[src/rtl/keypad_pkg.sv]
// Shared key codes, FSM encoding and keypad position decoding for the
// keypad frequency-entry controller.
package keypad_pkg;

    localparam logic [3:0] KEY_0    = 4'd0;
    localparam logic [3:0] KEY_1    = 4'd1;
    localparam logic [3:0] KEY_2    = 4'd2;
    localparam logic [3:0] KEY_3    = 4'd3;
    localparam logic [3:0] KEY_4    = 4'd4;
    localparam logic [3:0] KEY_5    = 4'd5;
    localparam logic [3:0] KEY_6    = 4'd6;
    localparam logic [3:0] KEY_7    = 4'd7;
    localparam logic [3:0] KEY_8    = 4'd8;
    localparam logic [3:0] KEY_9    = 4'd9;
    localparam logic [3:0] KEY_A    = 4'd10;
    localparam logic [3:0] KEY_B    = 4'd11;
    localparam logic [3:0] KEY_C    = 4'd12;
    localparam logic [3:0] KEY_D    = 4'd13;
    localparam logic [3:0] KEY_STAR = 4'd14;
    localparam logic [3:0] KEY_HASH = 4'd15;
    // All 16 codes are taken; A has no action, so it doubles as "no key".
    localparam logic [3:0] KEY_NONE = KEY_A;

    typedef enum logic [1:0] {
        ST_IDLE   = 2'd0,
        ST_EDIT   = 2'd1,
        ST_COMMIT = 2'd2
    } state_t;

    function automatic logic [3:0] key_code_of(input int unsigned idx,
                                               input int unsigned n_column);
        int unsigned row;
        int unsigned col;
        logic [3:0]  code;
        row  = idx / n_column;
        col  = idx % n_column;
        code = KEY_NONE;
        case (row)
            0: case (col)
                   0: code = KEY_1;
                   1: code = KEY_2;
                   2: code = KEY_3;
                   3: code = KEY_A;
                   default: code = KEY_NONE;
               endcase
            1: case (col)
                   0: code = KEY_4;
                   1: code = KEY_5;
                   2: code = KEY_6;
                   3: code = KEY_B;
                   default: code = KEY_NONE;
               endcase
            2: case (col)
                   0: code = KEY_7;
                   1: code = KEY_8;
                   2: code = KEY_9;
                   3: code = KEY_C;
                   default: code = KEY_NONE;
               endcase
            3: case (col)
                   0: code = KEY_STAR;
                   1: code = KEY_0;
                   2: code = KEY_HASH;
                   3: code = KEY_D;
                   default: code = KEY_NONE;
               endcase
            default: code = KEY_NONE;
        endcase
        return code;
    endfunction

endpackage

[src/rtl/keypad_key_event.sv]
// Debounces the raw pressed-key vector into one strobe per single-key press;
// the detector re-arms only after a stable all-released keypad.
module keypad_key_event
    import keypad_pkg::*;
#(
    parameter int N_KEYS        = 16,
    parameter int N_COLUMN      = 4,
    parameter int STABLE_CYCLES = 4
) (
    input  logic              clk,
    input  logic              rst,
    input  logic [N_KEYS-1:0] keys,
    output logic              key_strobe,
    output logic [3:0]        key_code
);

    localparam int CNT_W = $clog2(STABLE_CYCLES + 1);

    logic [N_KEYS-1:0] keys_reg;
    logic [CNT_W-1:0]  count_reg;
    logic [CNT_W-1:0]  count_next;
    logic              armed_reg;
    logic              armed_next;
    logic              stable;
    logic              one_hot;
    logic [3:0]        code_terms [N_KEYS];
    logic [3:0]        code_or;

    assign stable  = (count_reg == CNT_W'(STABLE_CYCLES));
    assign one_hot = (keys_reg != '0) && ((keys_reg & (keys_reg - 1'b1)) == '0);

    assign key_strobe = stable && one_hot && armed_reg;
    assign key_code   = code_or;

    // With a one-hot vector only one term is non-zero, so OR-ing is exact.
    for (genvar gi = 0; gi < N_KEYS; gi++) begin : g_code
        assign code_terms[gi] = keys_reg[gi] ? key_code_of(gi, N_COLUMN) : 4'd0;
    end

    always_comb begin
        code_or = 4'd0;
        for (int i = 0; i < N_KEYS; i++) begin
            code_or = code_or | code_terms[i];
        end
    end

    always_comb begin
        count_next = count_reg;
        if (keys != keys_reg) begin
            count_next = CNT_W'(1);
        end else if (!stable) begin
            count_next = count_reg + 1'b1;
        end

        armed_next = armed_reg;
        if (key_strobe) begin
            armed_next = 1'b0;
        end else if (stable && (keys_reg == '0)) begin
            armed_next = 1'b1;
        end
    end

    always_ff @(posedge clk) begin
        if (rst) begin
            keys_reg  <= '0;
            count_reg <= '0;
            armed_reg <= 1'b0;
        end else begin
            keys_reg  <= keys;
            count_reg <= count_next;
            armed_reg <= armed_next;
        end
    end

endmodule

[src/rtl/keypad_freq_entry_ctrl.sv]
// Keypad-driven decimal frequency entry with edit keys, range check on enter
// and a valid/ready commit to the frequency generator.
module keypad_freq_entry_ctrl
    import keypad_pkg::*;
#(
    parameter int N_COLUMN      = 4,
    parameter int N_ROW         = 4,
    parameter int N_DIGITS      = 6,
    parameter int FREQ_W        = 20,
    parameter int STABLE_CYCLES = 4,
    parameter int MIN_FREQ      = 1,
    parameter int MAX_FREQ      = 999999,
    parameter int DEFAULT_FREQ  = 1000
) (
    input  logic                      clk,
    input  logic                      rst,
    input  logic [N_COLUMN*N_ROW-1:0] out_keys,
    output logic [FREQ_W-1:0]         freq_out,
    output logic                      freq_valid,
    input  logic                      freq_ready,
    output logic [FREQ_W-1:0]         entry_value,
    output logic [3:0]                entry_digits,
    output logic                      editing,
    output logic                      err_pulse
);

    logic       key_strobe;
    logic [3:0] key_code;

    keypad_key_event #(
        .N_KEYS       (N_COLUMN * N_ROW),
        .N_COLUMN     (N_COLUMN),
        .STABLE_CYCLES(STABLE_CYCLES)
    ) u_key_event (
        .clk       (clk),
        .rst       (rst),
        .keys      (out_keys),
        .key_strobe(key_strobe),
        .key_code  (key_code)
    );

    state_t            state_reg,       state_next;
    logic [FREQ_W-1:0] value_reg,       value_next;
    logic [3:0]        digits_reg,      digits_next;
    logic [FREQ_W-1:0] freq_out_reg,    freq_out_next;
    logic              valid_reg,       valid_next;
    logic              err_reg,         err_next;
    logic              is_digit;
    logic [FREQ_W+3:0] value_x10_plus_d;

    assign is_digit = (key_code <= KEY_9);
    // Multiply by ten with shifts; the extra 4 bits hold the carry before truncation.
    assign value_x10_plus_d = ({4'd0, value_reg} << 3) + ({4'd0, value_reg} << 1)
                            + (FREQ_W+4)'(key_code);

    always_comb begin
        state_next    = state_reg;
        value_next    = value_reg;
        digits_next   = digits_reg;
        freq_out_next = freq_out_reg;
        valid_next    = valid_reg;
        err_next      = 1'b0;

        case (state_reg)
            ST_IDLE: begin
                if (key_strobe && is_digit) begin
                    value_next  = FREQ_W'(key_code);
                    digits_next = 4'd1;
                    state_next  = ST_EDIT;
                end
            end
            ST_EDIT: begin
                if (key_strobe) begin
                    if (is_digit) begin
                        if (digits_reg < 4'(N_DIGITS)) begin
                            value_next  = FREQ_W'(value_x10_plus_d);
                            digits_next = digits_reg + 4'd1;
                        end else begin
                            err_next = 1'b1;
                        end
                    end else begin
                        case (key_code)
                            KEY_STAR: begin
                                value_next = value_reg / FREQ_W'(10);
                                if (digits_reg <= 4'd1) begin
                                    digits_next = 4'd0;
                                    state_next  = ST_IDLE;
                                end else begin
                                    digits_next = digits_reg - 4'd1;
                                end
                            end
                            KEY_D: begin
                                value_next  = '0;
                                digits_next = 4'd0;
                            end
                            KEY_C: begin
                                value_next  = '0;
                                digits_next = 4'd0;
                                state_next  = ST_IDLE;
                            end
                            KEY_HASH: begin
                                if ((digits_reg == 4'd0) ||
                                    (value_reg < FREQ_W'(MIN_FREQ)) ||
                                    (value_reg > FREQ_W'(MAX_FREQ))) begin
                                    err_next = 1'b1;
                                end else begin
                                    freq_out_next = value_reg;
                                    valid_next    = 1'b1;
                                    state_next    = ST_COMMIT;
                                end
                            end
                            default: ;
                        endcase
                    end
                end
            end
            ST_COMMIT: begin
                // Strobes are dropped here; the detector keeps tracking release itself.
                if (freq_ready) begin
                    valid_next  = 1'b0;
                    value_next  = '0;
                    digits_next = 4'd0;
                    state_next  = ST_IDLE;
                end
            end
            default: begin
                state_next = ST_IDLE;
            end
        endcase
    end

    always_ff @(posedge clk) begin
        if (rst) begin
            state_reg    <= ST_IDLE;
            value_reg    <= '0;
            digits_reg   <= 4'd0;
            freq_out_reg <= FREQ_W'(DEFAULT_FREQ);
            valid_reg    <= 1'b0;
            err_reg      <= 1'b0;
        end else begin
            state_reg    <= state_next;
            value_reg    <= value_next;
            digits_reg   <= digits_next;
            freq_out_reg <= freq_out_next;
            valid_reg    <= valid_next;
            err_reg      <= err_next;
        end
    end

    assign freq_out     = freq_out_reg;
    assign freq_valid   = valid_reg;
    assign entry_value  = value_reg;
    assign entry_digits = digits_reg;
    assign editing      = (state_reg == ST_EDIT);
    assign err_pulse    = err_reg;

endmodule

[config.mk]
export PLATFORM = sky130hd
export DESIGN_NAME = keypad_freq_entry_ctrl
export DESIGN_NICKNAME = d
export VERILOG_FILES = /design/src/rtl/keypad_pkg.sv /design/src/rtl/keypad_key_event.sv /design/src/rtl/keypad_freq_entry_ctrl.sv
export SDC_FILE = /design/constraint.sdc
export NUM_CORES = 1
export LEC_CHECK = 0
export CAP_MARGIN = 20
export CORE_MARGIN = 2
export CORE_UTILIZATION = 58
export CTS_BUF_LIST = sky130_fd_sc_hd__clkbuf_8
export CTS_CLUSTER_DIAMETER = 120
export DETAILED_ROUTE_END_ITERATION = 12
export PLACE_DENSITY = 0.8
export SLEW_MARGIN = 40
export SYNTH_ARGS = -nofsm -noshare
export SYNTH_HDL_FRONTEND = slang
export SYNTH_SLANG_ARGS = --single-unit
[constraint.sdc]
create_clock -name clk -period 12.4 [get_ports clk]
set_clock_uncertainty 0.2 [all_clocks]
set_input_delay 2.48 -clock clk [delete_from_list [all_inputs] [get_ports clk]]
set_output_delay 2.48 -clock clk [all_outputs]
set_load 0.01 [all_outputs]
# Word-level counts from Yosys, hierarchy flattened
# Cells that the tools add are included.
# Widths: inputs -> output; s select.
[classes] shift=0 eq_ne=20 reduce_logical=22 n_addsub=6 muxes=50 n_div=1 multipliers=0 n_bitwise=19 n_lt_le_gt_ge=5
[ops] op="$mux 20" n=5
[ops] op="$pmux 20 s3" n=1
[ops] op="$mux 4" n=14
[ops] op="$or 4x4->4" n=14
[ops] op="$pmux 20 s2" n=1
[ops] op="$logic_not 16->1" n=2
[ops] op="$add 20x20->20" n=1
[ops] op="$add 20x4->20" n=1
[ops] op="$div 20x4->20 const B" n=1
[ops] op="$gt 20x20->1 const B" n=1
[ops] op="$lt 20x1->1 const B" n=1
[ops] op="$and 16x16->16" n=1
[ops] op="$eq 4x4->1 const B" n=4
[ops] op="$mux 2" n=8
[ops] op="$ne 16x16->1" n=1
[ops] op="$reduce_bool 16->1" n=1
[ops] op="$sub 16x1->16 const B" n=1
[ops] op="$mux 1" n=12
[ops] op="$mux 3" n=4
[ops] op="$pmux 2 s3" n=2
[ops] op="$pmux 4 s3" n=1
[ops] op="$reduce_and 6->1" n=2
[ops] op="$ne 2x2->1 const B" n=5
[ops] op="$pmux 4 s2" n=1
[ops] op="26 further kinds" n=38
[totals] out_inout_bits=47 latch_bits=0 wordCells=133 mem_bits_ro=0 regBits=68 mem_bits_rw=0 n_memories=0

# Depth between registers and ports, before layout
[logic_depth] ltp_word=21 mapped_depth=26

# By module
# A second synthesis with hierarchy kept.
[hier_totals] cells_unflattened=924 area_unflattened_um2=7146.9
[modules_own_cells] mod="keypad_freq_entry_ctrl" cells_each=801 n_inst=1 area_each_um2=6037.0
[modules_own_cells] mod="keypad_key_event" cells_each=123 n_inst=1 area_each_um2=1109.8

# Worst setup path before layout
# No wires, ideal clock.
[synth_timing] kind="register -> register" startpoint="register value_reg[15], in the netlist entry_value[15]" endpoint="register value_reg[0], in the netlist entry_value[0]" required_ns=12.112 stages_incl_launch_ff=23 setup_slack_ns=6.346 period_less_slack_ns=6.054 arrival_ns=5.766 path_buffers=3 path_cell_list="dfxtp_1 > buf_4 > and4bb_2 > o31a_1 > a211oi_4 > mux2i_2 > nor3_1 > nand4bb_1 > a2111o_1 > and2_1 > buf_6 > a221o_1 > a221o_1 > o31a_2 > or3_1 > clkbuf_2 > nand4_1 > o211ai_1 > a211o_1 > mux2_4 > o211a_1 > or4_1 > a311oi_2"
[synth_between] elab_chain_cells=5
[synth_lines] element="start, declared" line="keypad_freq_entry_ctrl.sv:43" text="logic [FREQ_W-1:0] value_reg, value_next;"
[synth_lines] element="start signal, assigned" line="keypad_freq_entry_ctrl.sv:142" text="value_reg <= value_next;"
[synth_lines] element="$div 20x4->20" line="keypad_freq_entry_ctrl.sv:84" text="value_next = value_reg / FREQ_W'(10);"
[synth_lines] element="$pmux 20 s2" line="keypad_freq_entry_ctrl.sv:82" text="case (key_code)"
[synth_lines] element="$mux 20" line="keypad_freq_entry_ctrl.sv:74" text="if (is_digit) begin"
[synth_lines] element="$mux 20" line="keypad_freq_entry_ctrl.sv:73" text="if (key_strobe) begin"
[synth_lines] element="$pmux 20 s3" line="keypad_freq_entry_ctrl.sv:64" text="case (state_reg)"
# Every way passes these cells. The select of a mux whose other input is x is not followed.
# A chain may end at the register's enable or synchronous reset.

# Final worst setup path
[layout_timing] startpoint="register value_reg[17], in the netlist entry_value[17]" endpoint="register value_reg[0], in the netlist entry_value[0]"
# Same word-level chain as after synthesis.

==> impl_metrics.csv <==
group,metric,value,unit
run_status,outcome,"complete, no violations",
min_path,whs_path_depth,1,
drt,antenna_left,0,
critical_path,rr_endpoint,"entry_value[0]",
clock_tree,cts_hold_buffers,0,
sta,holdWs,0.266,ns
logic_synthesis,yosysSeqAreaShare,19.0,%
clock_tree,cts_setup_buffers,0,
final_layout,final_nets,1030,
critical_path,crit_arrival,7.41,ns
sta,slew_headroom,39.6,%
drt,drtIter0Drc,886,
sta,finalHoldViolCount,0,
critical_path,critPathKind,"reg -> reg",
sta,period_share,59.3,%
critical_path,cp-endpoint,"entry_value[0]",
clock_tree,root_buffer,"clkbuf_8",
critical_path,timing.rr.start,"entry_value[17]",
logic_synthesis,syn-cell-area,0.00715,mm²
sta,max_freq,136,MHz
sta,worst_slew_pin_slew,0.903,ns
global_routing,overflow,0,
sta,fin_setup_tns,0,ns
logic_synthesis,ys_seq_elements,68,
sta,fin_crit,7.35,ns
clock_tree,htreeDepth,3,
logic_synthesis,synth_cell_type_count,106,
final_layout,antenna_cells,0,
clock_tree,cts.repair.resized,0,
sta,setup_viol,0,
clock_tree,cts_buffers,9,
critical_path,r2r_slack,5.05,ns
die,fp-row-count,40,
critical_path,cp_common_cell,"a221o_1",
clock_tree,clk_path_buf_depth,2,
global_routing,antenna_found_initial,0,
die,die_width,115,µm
final_layout,fill_cells,1045,
critical_path,path_cells,"buf_4 -> and3b_1 -> o31a_1 -> a211oi_4 -> mux2i_2 -> nor3_1 -> nand4bb_1 -> a2111o_1 -> and2_1 -> a221o_1 -> a221o_1 -> o31a_2 -> or3_1 -> nand2_1 -> o22ai_1 -> a221o_1 -> o211ai_1 -> nor3b_1 -> or4_1 -> a311oi_2",
logic_synthesis,synth_edf_count,0,
final_layout,drive_gt1_share,6.91,%
critical_path,crit_path_start,"entry_value[17]",
global_routing,grt_pass1_wl,32500,µm
critical_path,path_buf_inv,1,
global_routing,track_usage,29.8,%
logic_synthesis,syn_inst,945,
place,dp_hpwl,13800,µm
sta,rsz0062_at_grt,"no",
critical_path,cp.required,12.46,ns
logic_synthesis,yosysWarningCount,0,
critical_path,critPathMaxFanout,21,
drt,via_per_inst,6.61,
die,boundaryPins,66,
critical_path,crit_slowest_cell,"dfxtp_1",
logic_synthesis,ys.flop_type,"dfxtp_1",
pwr,cellLeakagePower,3.04,nW
drt,drtPass1Iterations,7,
critical_path,startpoint_type,"flop",
place,place_congestion,0.967,
run,maxCapViolCount,0,
die,start_util,59.5,%
drt,wl_per_cell,17.7,µm
min_path,hp-class,"reg -> reg",
logic_synthesis,synth_nets,1010,
drt,vias,7382,
place,numPortBuffers,65,
logic_synthesis,async_flop_share,0,%
critical_path,endpoint_kind,"flop",
die,die_h,115,µm
drt,remaining_drc_errors,0,
clock_tree,worstSkewPairLatency,0.36,ns
logic_synthesis,yosys.area.top_type_share,19.0,%
drt,wl,19700,µm
global_routing,grt_max_degree,69,
logic_synthesis,synth_area_leaders,"dfxtp_1 (19%), ha_1 (7.7%), nor2_1 (5.7%)",
final_layout,area_delta_synth_final,11.5,%
clock_tree,cts_tree,"done",
clock_tree,cts_sinks,68,
pwr,vdd_drop_max,0.0677,mV
die,die-area,0.0132,mm²
global_routing,first_global_vias,6748,
critical_path,crit_family,"compound AO/OA/AOI/OAI gates",
critical_path,cp.depth,20,
logic_synthesis,avgSynthCellArea,7.57,µm²
pwr,powerDensity,59.7,mW/mm²
critical_path,r2r_cells,20,
critical_path,cp_slowest_stage_delay,0.73,ns
clock_tree,clk_pin_slew,0.09,ns
die,core,0.0120,mm²
logic_synthesis,synth_top_area_cell,"dfxtp_1",
sta,finalMaxSlewViolations,0,
synthesized netlist by cell type, types with 15 or more instances:
cell	number
nor3_1	30
a211oi_1	15
clkbuf_1	42
nor2_1	108
nand3_1	23
dfxtp_1	68
a21oi_1	74
o21ai_0	42
nor2b_1	25
inv_1	40
xnor2_1	25
nand2_1	61
ha_1	44
mux2i_1	15
xor2_1	21
power breakdown:
| part | total, mW | switching (mW) | leakage, nW | internal, mW |
|---|---|---|---|---|
| sequential | 0.225 | 0.00408 | 0.553 | 0.221 |
| clock | 0.219 | 0.0940 | 0.112 | 0.125 |
| combinational | 0.0325 | 0.0180 | 2.37 | 0.0145 |
| total | 0.476 | 0.116 | 3.04 | 0.360 |
how the worst min path moves through the flow:
stage | start | end | slack (ns)
after floorplan | u_key_event.armed_reg | u_key_event.armed_reg | 0.25
after global placement | freq_out[7] | freq_out[7] | 0.25
after detailed placement | freq_out[6] | freq_out[6] | 0.25
after CTS | freq_out[6] | freq_out[6] | 0.27
after global routing | freq_out[8] | freq_out[8] | 0.29
final | freq_out[8] | freq_out[8] | 0.27
cell families after synthesis:
kind of cell	share of synthesized area (%)
adders and majority gates	8.82
xor gates and xnor gates	6.47
buffers and inverters	7.09
DFF	19.0
AOI/OAI and AO/OA	31.6
and+or+nand+nor	23.8
muxes	3.17
metrics by stage:
stage / instance area (µm²) / setup WS (ns) / cells / total power, mW / utilization (%)
global route: 7970 / 4.72 / 1117 / 0.494 / 66.4
global placement: 7740 / 5.41 / 1101 / 0.262 / 64.4
detailed placement: 7740 / 5.27 / 1101 / 0.262 / 64.4
finish: 7970 / 5.05 / 1117 / 0.476 / 66.4
CTS: 7970 / 5.21 / 1117 / 0.479 / 66.4
floorplan: 7150 / 6.35 / 945 / 0.250 / -
cell type report:
type	instances	area [µm²]	area share (%)
Tap cell	147	184	2.31
Timing Repair Buffer	77	736	9.23
Sequential cell	68	1360	17.1
Inverter	46	173	2.17
Clock buffer	11	151	1.90
Multi-Input combinational cell	763	5280	66.3
Clock inverter	5	83.8	1.05
per-layer routing:
layer	vias to the layer above	GRT usage [%]	wire length, µm
met5	-	0	0
li1	3569	-	-
met3	59	3.95	1310
met2	353	47.4	9110
met1	3401	39.8	8600
met4	0	14.5	699
cells in the final DEF, fill, tap and decap left out, types with 5 or more instances in the layout:
master,n
a2111oi_0,10
dfxtp_1,67
mux2i_1,15
inv_1,40
ha_1,44
o21bai_1,7
o22ai_1,11
nand2_1,61
and3_1,7
nor2b_1,25
nand4_1,7
clkdlybuf4s50_1,64
o21ai_0,42
a21oi_1,74
nand3_1,23
a221oi_1,7
a211oi_1,15
nor4_1,14
a2bb2oi_1,6
clkbuf_8,11
xnor2_1,25
nor3_1,30
a211o_1,10
buf_4,12
nor3b_1,7
a221o_1,5
xor2_1,21
or3_1,6
nor2_1,108
clkinv_1,5
o211ai_1,11
a21o_1,5
and2_1,7
a31oi_1,14
a22oi_1,11
nand2b_1,10
Power figures use the tool's default switching activity.
